==> config.mk <==
export PLATFORM = sky130hd
export DESIGN_NAME = biquad_coef_loader
export DESIGN_NICKNAME = d
export VERILOG_FILES = /design/src/rtl/biquad_pkg.sv /design/src/rtl/biquad_coef_loader.sv
export SDC_FILE = /design/constraint.sdc
export NUM_CORES = 1
export LEC_CHECK = 0
export ABC_AREA = 1
export BUFFER_PORTS_ARGS = -buffer_cell sky130_fd_sc_hd__buf_2
export CAP_MARGIN = 10
export CORE_AREA = 2 2 84 86
export DETAILED_ROUTE_END_ITERATION = 8
export DIE_AREA = 0 0 86 88
export GPL_TIMING_DRIVEN = 1
export PLACE_DENSITY_LB_ADDON = 0.12
export SLEW_MARGIN = 5
export SYNTH_ARGS = -nofsm -noshare
export SYNTH_HDL_FRONTEND = slang
export SYNTH_SLANG_ARGS = --single-unit
==> constraint.sdc <==
create_clock -name wb_clk_i -period 1.7 [get_ports wb_clk_i]
set_clock_uncertainty 0.05 [all_clocks]
set_input_delay 0.255 -clock wb_clk_i [delete_from_list [all_inputs] [get_ports wb_clk_i]]
set_output_delay 0.255 -clock wb_clk_i [all_outputs]
set_load 0.03 [all_outputs]
==> src/rtl/biquad_pkg.sv <==
// Shared types and constants for the biquad coefficient loader.
package biquad_pkg;

   // Loader control states
   typedef enum logic [2:0] {
      IDLE    = 3'd0,
      REQ     = 3'd1,
      BACKOFF = 3'd2,
      UPDATE  = 3'd3,
      FLUSH   = 3'd4
   } bq_state_e;

   // Byte-address bit that selects filter stage B
   localparam int BQ_STAGE_BIT = 7;

   // Width of the per-stage register index
   localparam int REG_IDX_W = 5;

   // All byte lanes enabled for every coefficient write
   localparam logic [3:0] SEL_ALL = 4'hF;

endpackage

==> src/rtl/biquad_coef_loader.sv <==
// Wishbone initiator that writes a stream of biquad coefficients, one
// single-beat write per word, with retry/timeout handling, and pulses the
// notch update strobe once a burst has been written cleanly.
module biquad_coef_loader
   import biquad_pkg::*;
#(
   parameter     WBCLKTYPE = "NONE",
   parameter int TIMEOUT   = 255,
   parameter int MAXRETRY  = 3
) (
   input  logic                 wb_clk_i,
   input  logic                 wb_rst_n_i,
   input  logic [REG_IDX_W:0]   coef_adr_i,
   input  logic [31:0]          coef_dat_i,
   input  logic                 coef_last_i,
   input  logic                 coef_valid_i,
   output logic                 coef_ready_o,
   output logic                 wbm_cyc_o,
   output logic                 wbm_stb_o,
   output logic                 wbm_we_o,
   output logic [7:0]           wbm_adr_o,
   output logic [31:0]          wbm_dat_o,
   output logic [3:0]           wbm_sel_o,
   input  logic                 wbm_ack_i,
   input  logic                 wbm_err_i,
   input  logic                 wbm_rty_i,
   input  logic [31:0]          wbm_dat_i,
   output logic                 notch_update_o,
   output logic                 done_o,
   output logic                 err_o,
   output logic [7:0]           wr_count_o
);

   localparam logic [7:0] TIMEOUT_C   = 8'(TIMEOUT);
   localparam logic [3:0] MAX_RETRY_C = 4'(MAXRETRY);

   // The clock-domain tag and read data have no function in a write-only master.
   localparam int unused_clktype_bits = $bits(WBCLKTYPE);
   logic unused_rd_data;
   assign unused_rd_data = ^wbm_dat_i;

   bq_state_e            state_reg, state_next;
   logic [REG_IDX_W:0]   adr_reg, adr_next;
   logic [31:0]          dat_reg, dat_next;
   logic                 last_reg, last_next;
   logic [3:0]           retry_reg, retry_next;
   logic [7:0]           tmo_reg, tmo_next;
   logic                 err_reg, err_next;
   logic [7:0]           cnt_reg, cnt_next;
   // Set once a burst has ended, so the next accepted word restarts the count
   logic                 fin_reg, fin_next;
   logic                 done_reg, done_next;
   logic                 fail;
   logic [7:0]           adr_bus;

   // State and datapath registers with synchronous active-low reset
   always_ff @(posedge wb_clk_i) begin
      if (!wb_rst_n_i) begin
         state_reg <= IDLE;
         adr_reg   <= '0;
         dat_reg   <= '0;
         last_reg  <= 1'b0;
         retry_reg <= '0;
         tmo_reg   <= '0;
         err_reg   <= 1'b0;
         cnt_reg   <= '0;
         fin_reg   <= 1'b0;
         done_reg  <= 1'b0;
      end else begin
         state_reg <= state_next;
         adr_reg   <= adr_next;
         dat_reg   <= dat_next;
         last_reg  <= last_next;
         retry_reg <= retry_next;
         tmo_reg   <= tmo_next;
         err_reg   <= err_next;
         cnt_reg   <= cnt_next;
         fin_reg   <= fin_next;
         done_reg  <= done_next;
      end
   end

   // Next-state, counter updates and state-decoded outputs
   always_comb begin
      state_next     = state_reg;
      adr_next       = adr_reg;
      dat_next       = dat_reg;
      last_next      = last_reg;
      retry_next     = retry_reg;
      tmo_next       = tmo_reg;
      err_next       = err_reg;
      cnt_next       = cnt_reg;
      fin_next       = fin_reg;
      done_next      = 1'b0;
      fail           = 1'b0;
      coef_ready_o   = 1'b0;
      wbm_cyc_o      = 1'b0;
      notch_update_o = 1'b0;

      case (state_reg)
         IDLE: begin
            coef_ready_o = 1'b1;
            if (coef_valid_i) begin
               adr_next   = coef_adr_i;
               dat_next   = coef_dat_i;
               last_next  = coef_last_i;
               retry_next = '0;
               tmo_next   = '0;
               err_next   = 1'b0;
               if (fin_reg) begin
                  cnt_next = '0;
                  fin_next = 1'b0;
               end
               state_next = REQ;
            end
         end

         REQ: begin
            wbm_cyc_o = 1'b1;
            // err wins over rty, rty over ack; timeout only with no response
            if (wbm_err_i) begin
               fail = 1'b1;
            end else if (wbm_rty_i) begin
               if (retry_reg < MAX_RETRY_C) begin
                  retry_next = retry_reg + 4'd1;
                  state_next = BACKOFF;
               end else begin
                  fail = 1'b1;
               end
            end else if (wbm_ack_i) begin
               if (cnt_reg != 8'hFF) begin
                  cnt_next = cnt_reg + 8'd1;
               end
               state_next = last_reg ? UPDATE : IDLE;
            end else if (tmo_reg == TIMEOUT_C - 8'd1) begin
               fail = 1'b1;
            end else begin
               tmo_next = tmo_reg + 8'd1;
            end

            if (fail) begin
               err_next = 1'b1;
               if (last_reg) begin
                  done_next  = 1'b1;
                  fin_next   = 1'b1;
                  state_next = IDLE;
               end else begin
                  state_next = FLUSH;
               end
            end
         end

         BACKOFF: begin
            tmo_next   = '0;
            state_next = REQ;
         end

         UPDATE: begin
            notch_update_o = 1'b1;
            fin_next       = 1'b1;
            state_next     = IDLE;
         end

         FLUSH: begin
            coef_ready_o = 1'b1;
            if (coef_valid_i && coef_last_i) begin
               done_next  = 1'b1;
               fin_next   = 1'b1;
               state_next = IDLE;
            end
         end

         default: begin
            state_next = IDLE;
         end
      endcase
   end

   // Map {stage, register index} onto the 8-bit byte address
   always_comb begin
      adr_bus                 = '0;
      adr_bus[BQ_STAGE_BIT]   = adr_reg[REG_IDX_W];
      adr_bus[2 +: REG_IDX_W] = adr_reg[REG_IDX_W-1:0];
   end

   assign wbm_stb_o  = wbm_cyc_o;
   assign wbm_we_o   = wbm_cyc_o;
   assign wbm_adr_o  = adr_bus;
   assign wbm_dat_o  = dat_reg;
   assign wbm_sel_o  = SEL_ALL;
   assign done_o     = done_reg | (state_reg == UPDATE);
   assign err_o      = err_reg;
   assign wr_count_o = cnt_reg;

endmodule
# After elaboration in Yosys (flattened, before gate mapping)
# Cells that the tools add are included.
[word_totals] out_inout_bits=59 register_bits=65 input_bits=77 elab_cells=98
[op_classes] magnitude_cmp=1 n_eq_ne=22 muxes=48 add_sub_neg=3 reduce_logical=13 bitwise=1
[ops] operator="$mux 8" count=11
[ops] operator="$ne 2x2->1 const B" count=13
[ops] operator="$mux 3" count=8
[ops] operator="$pmux 8 s3" count=1
[ops] operator="$mux 1" count=17
[ops] operator="$add 8x1->8 const B" count=2
[ops] operator="$mux 4" count=4
[ops] operator="$pmux 8 s2" count=1
[ops] operator="$reduce_and 5->1" count=3
[ops] operator="$pmux 3 s4" count=1
[ops] operator="$eq 8x8->1 const B" count=1
[ops] operator="$ne 4x4->1 const B" count=2
[ops] operator="$ne 8x8->1 const B" count=1
[ops] operator="$pmux 4 s2" count=1
[ops] operator="$reduce_and 7->1" count=1
[ops] operator="$eq 3x2->1 const B" count=2
[ops] operator="$reduce_and 6->1" count=1
[ops] operator="$add 4x1->4 const B" count=1
[ops] operator="$lt 4x2->1 const B" count=1
[ops] operator="$pmux 1 s2" count=2
[ops] operator="$pmux 1 s4" count=1
[ops] operator="$reduce_bool 4->1" count=1
[ops] operator="$eq 3x1->1 const B" count=1
[ops] operator="$eq 3x3->1 const B" count=1
[ops] operator="10 further kinds" count=10

# Longest topological paths before layout
[logic_depth] depth_word=8 ltp_mapped=11 mapped_depth_nobuf=11

# Worst setup path before layout
# No wires, ideal clock.
[synth_timing] kind="register -> register" from="register cnt_reg[0], in the netlist wr_count_o[0]" to="register cnt_reg[2], in the netlist wr_count_o[2]" t_required_ns=1.518 slack_ns=0.135 setup_ns=0.132 period_less_slack_ns=1.565 n_path_buf=0 path_stages_with_launch=9 arrival_time_ns=1.383 path_cell_list="dfxtp_1 ha_1 nand2_1 nor2_1 nand3_1 nand3_4 inv_4 nand2_1 a21oi_1"
[synth_via] elab_chain_cells=6 elab_cells_between_ends=9 cone_classes="add/sub: 1; eq/ne: 2; mux: 5; reduce/logical: 1"
[synth_rtl] element="start: declaration" line_no="biquad_coef_loader.sv:49" rtl="logic [7:0] cnt_reg, cnt_next;"
[synth_rtl] element="start signal: assignment" line_no="biquad_coef_loader.sv:77" rtl="cnt_reg <= cnt_next;"
[synth_rtl] element="$add 8x1->8" line_no="biquad_coef_loader.sv:132" rtl="cnt_next = cnt_reg + 8'd1;"
[synth_rtl] element="$mux 8" line_no="biquad_coef_loader.sv:131" rtl="if (cnt_reg != 8'hFF) begin"
[synth_rtl] element="$mux 8" line_no="biquad_coef_loader.sv:130" rtl="end else if (wbm_ack_i) begin"
[synth_rtl] element="$mux 8" line_no="biquad_coef_loader.sv:123" rtl="end else if (wbm_rty_i) begin"
[synth_rtl] element="$mux 8" line_no="biquad_coef_loader.sv:121" rtl="if (wbm_err_i) begin"
[synth_rtl] element="$pmux 8 s2" line_no="biquad_coef_loader.sv:100" rtl="case (state_reg)"
# Several ways; a longest one is shown, not always the timed one. The select of a mux whose other input is x is not followed.
# A chain may end at the register's enable or synchronous reset.

# Worst setup path in the final report
[layout_timing] from="register state_reg[2]" to="output done_o"
[layout_via] elab_chain_cells=2
[layout_rtl] element="start: declaration" line_no="biquad_coef_loader.sv:42" rtl="bq_state_e state_reg, state_next;"
[layout_rtl] element="start signal: assignment" line_no="biquad_coef_loader.sv:70" rtl="state_reg <= state_next;"
[layout_rtl] element="$eq 3x2->1" line_no="biquad_coef_loader.sv:191" rtl="assign done_o = done_reg | (state_reg == UPDATE);"
[layout_rtl] element="$or 1x1->1" line_no="biquad_coef_loader.sv:191"
[layout_rtl] element="end: declaration" line_no="biquad_coef_loader.sv:29" rtl="output logic done_o,"
# No other way between the ends.

==> impl.org <==
** Outcome
- The flow ran to the end, and the final reports show no timing, DRC or antenna violations.

** Worst setup path
- By startpoint and endpoint, the worst setup path is classified as reg -> out.
- The worst setup path is captured at an output port.
- Critical path data required time :: about 1400 ps
- Slowest cell on the critical path :: dfxtp_4
- Critical path arrival :: 1330 ps
- Cells traversed along the worst timing path :: inv_2 > nand2_2 > nor2_1 > or2_2 > buf_6
- Crit path max fanout :: 4
- Broken down by cell family, the worst path's largest delay share belongs to simple AND/OR/NAND/NOR gates.
- Largest stage delay, worst path :: 370 ps
- STA classifies the critical path startpoint as a flop.
- Counting both buffers and inverters, the worst setup path holds a total of 2.

** CTS
- CTS Buffer Depth :: 2
- In this run the number of H-tree levels came out at 3.
- Number of buffers created by CTS :: 9
- TritonCTS built the clock tree.
- For the worst-skew pair, the clock arrives at the later sink with an insertion delay of ~340 ps.
- Root buf cell :: clkbuf_8
- Number of clock sinks seen by CTS :: 65
- Clock-pin slew was measured on the worst setup and hold paths at around 80 ps.

** Synthesis
- Synthesis produced around 430 cells.
- By count the netlist is led by 157 x nand2_1, 65 x dfxtp_1, 59 x a21oi_1, 28 x nor2_1, 21 x inv_1.
- Area share of the leading cell type in the synthesized netlist :: 0.432
- Counting flops with an async set or reset pin after synthesis yields a share of 0.
- The synthesized design spends more area on one cell type than any other, namely dfxtp_1.
- Most used DFF post-synth :: dfxtp_1
- Most area-consuming cells after synthesis :: dfxtp_1 43%, nand2_1 20%, a21oi_1 9.8%
- The Yosys step of the flow raised 0 warnings.
- For this run, the register share of the synthesized area comes to 0.432.
- Averaged over all synthesized cells, the footprint is 7.07 µm².
- Flip-flop and latch count after synthesis :: between 60 and 70
- The cell area that synthesis handed to floorplanning was ~0.0030 mm².
- Most repeated cell in the gate-level netlist after synthesis :: nand2_1
- Synthesis instantiated 33 different standard cells from the library.
- The synthesized design contains 0 enable-type register cells.

** STA
- Dividing the final minimum period by the clock period gives 0.960.
- The number of endpoints with negative hold slack in the final report was 0.
- The smallest clock period supported by the final layout is computed as 1630 ps.
- Final TNS setup :: 0 ps
- The max-slew violation count was 0.
- Setup violations, final :: 0
- Fmax :: just over 600 MHz

** Global route
- Pin count of the biggest net entering global routing :: 56
- The via count of the first global-routing pass was approximately 2,600.
- First-pass GRT wire length :: between 10 and 15 mm
- GRT overflow :: 0
- Across every metal layer, demand over resource in global routing totals 0.190.
- Number of antenna violations at the first check in global routing :: 0

** Placed design
- Cell area reported after detailed placement :: between 0.003 and 0.004 mm²
- Including well taps, the total number of placed cells is 590.
- Number of I/O port buffers :: 97
- Routability-driven placement congestion ratio :: ~0.8
- Half-perimeter wire length after detailed placement :: 4.81 mm

** Pwr
- The share of total power dissipated in sequential elements is 0.416.
- Of the total power, the share spent switching nets is 0.340.
- Largest vdd supply drop :: between 0.0006 and 0.0007 V
- For this design the total switching power over the nets is between 1 and 1.5 mW.
- Leakage power :: between 1.5 and 2 nW
- In this run the power density over the cells is between 1000 and 1500 mW/mm².
- Part of the total power dissipated in the clock network :: 0.328
- The internal portion of the total power is roughly 2.7 mW.
- Total Power Consumption :: roughly 4 mW
- Portion of total power attributed to combinational logic :: 0.257

** Worst hold path
- The path class of the tightest hold or removal check is in -> reg.

** Routing
- After detailed routing, the average wire length per cell comes to roughly 11 µm.
- The pre-antenna-repair detailed-routing pass consisted of 4 iterations.
- Summed over all layers, the routed wires come to 6.89 mm.
- Detailed-route vias per instance :: ~4.8
- Remaining routing DRC violations :: 0
- Antenna-violating nets left :: 0
- After the first detailed-routing iteration, the DRC count stood at 114.
- Detailed routing inserted a total of ~2,900 vias.

** Floorplan
- During I/O placement, the number of pins put on the boundary was ~140.
- The initial utilization of the core area, before any placement, comes to 0.453.
- Area of the core :: 0.00664 mm²
- Core Rows :: 30
- Die Span Y :: 88 µm
- Die ar. :: about 0.0076 mm²
- From left edge to right edge, the die measures 86 µm.

** Cells and area
- Final antenna diode count :: 0
- After routing the design area is 0.00382 mm².
- Across the whole layout, storage elements account for ~0.0013 mm².
- The register with the most flip-flops in the layout has 32 of them.
- Leaving out filler cells and counting taps, the final layout contains 611.
- The net count of the finished layout is a little over 600.
- In the final layout, the multi-input gates occupy ~0.0015 mm².
- Synth-to-Final Area Change :: 26.8%
- Layout cells sized above 1 :: 0.286
- Number of fill cells in the layout :: between 600 and 700

** Job
- Maxcap violations :: 0
[power by group through the flow]
| stage | combinational, mW | sequential, mW | clock [mW] |
|---|---|---|---|
| 2_1_floorplan | 0.578 | 1.91 | 0 |
| 3_3_place_gp | 1.01 | 1.73 | 0 |
| 3_5_place_dp | 1.02 | 1.74 | 0 |
| 4_1_cts | 1.05 | 1.70 | 1.38 |
| 6_report | 1.05 | 1.70 | 1.34 |
| 5_1_grt | 1.17 | 1.72 | 1.45 |
[through the flow]
stage / worst slack, ps / utilization / hold WS (ps)
CTS: 13.5 / 0.569 / 82.1
global placement: 172 / 0.533 / 385
detailed placement: 152 / 0.533 / 385
floorplan: 135 / - / 344
finish: 68.0 / 0.575 / 100
global route: -1.58 / 0.575 / 80.9
[final timing paths]
path	startpoint	endpoint	slack, ps	cells past startpoint
hold / removal	coef_dat_i[16]	wbm_dat_o[16]	100	3
hold reg to reg	retry_reg[3]	retry_reg[3]	390	2
setup / recovery	state_reg[2]	done_o	70	5
setup reg to reg	state_reg[2]	tmo_reg[5]	170	11
[layout make-up]
cell class	count	area share
tap	80	0.0262
clock buffer	10	0.0360
clock inverter	6	0.0177
inverter	28	0.0298
multi-input combinational	312	0.383
timing repair buffer	110	0.165
sequential	65	0.342
[cells by family after synthesis]
group | synth area share
compound gates | 0.114
xor+xnor | 0.0116
other cells | 0.00249
buf+inv | 0.0885
fa+ha+maj | 0.0166
flops | 0.432
simple gates | 0.334
[placed cells by master, fill, tap and decap left out]
| cell | count |
|---|---|
| a21oi_1 | 58 |
| a21oi_2 | 1 |
| and3_4 | 1 |
| buf_12 | 3 |
| buf_2 | 94 |
| buf_4 | 10 |
| buf_6 | 1 |
| bufinv_16 | 1 |
| clkbuf_4 | 2 |
| clkbuf_8 | 10 |
| clkinv_2 | 2 |
| clkinv_4 | 2 |
| clkinvlp_4 | 2 |
| conb_1 | 6 |
| dfxtp_1 | 64 |
| dfxtp_4 | 1 |
| ha_1 | 4 |
| inv_1 | 21 |
| inv_2 | 3 |
| inv_4 | 3 |
| nand2_1 | 157 |
| nand2_2 | 5 |
| nand2_4 | 2 |
| nand3_1 | 20 |
| nand3_2 | 1 |
| nand3_4 | 1 |
| nand4_1 | 6 |
| nor2_1 | 28 |
| nor2_2 | 3 |
| nor2_4 | 2 |
| nor3_1 | 3 |
| nor3b_1 | 1 |
| nor3b_2 | 1 |
| o2111ai_1 | 1 |
| o21ai_0 | 2 |
| o21bai_1 | 4 |
| or2_2 | 1 |
| xor2_1 | 4 |
[tightest hold or removal path, stage by stage]
cell and delay (ps):
buf_2 90, nand2_1 50, a21oi_1 50
[layer usage]
| layer | part of all wire | global-route usage | vias to the layer above |
|---|---|---|---|
| li1 | - | - | 1545 |
| met3 | 0.066 | 0.0537 | 14 |
| met2 | 0.44 | 0.299 | 86 |
| met5 | 0 | 0 | - |
| met1 | 0.47 | 0.242 | 1258 |
| met4 | 0.021 | 0.0909 | 0 |
[what timing repair did]
item | in CTS | in global routing
resized for setup | 2 | 8
setup buffers | 3 | 2
pin swaps | 1 | 1
setup endpoints to repair | 3 | 12
hold buffers | 0 | 0
hold endpoints to repair | 0 | 0
(Power assumes the default switching activity.)
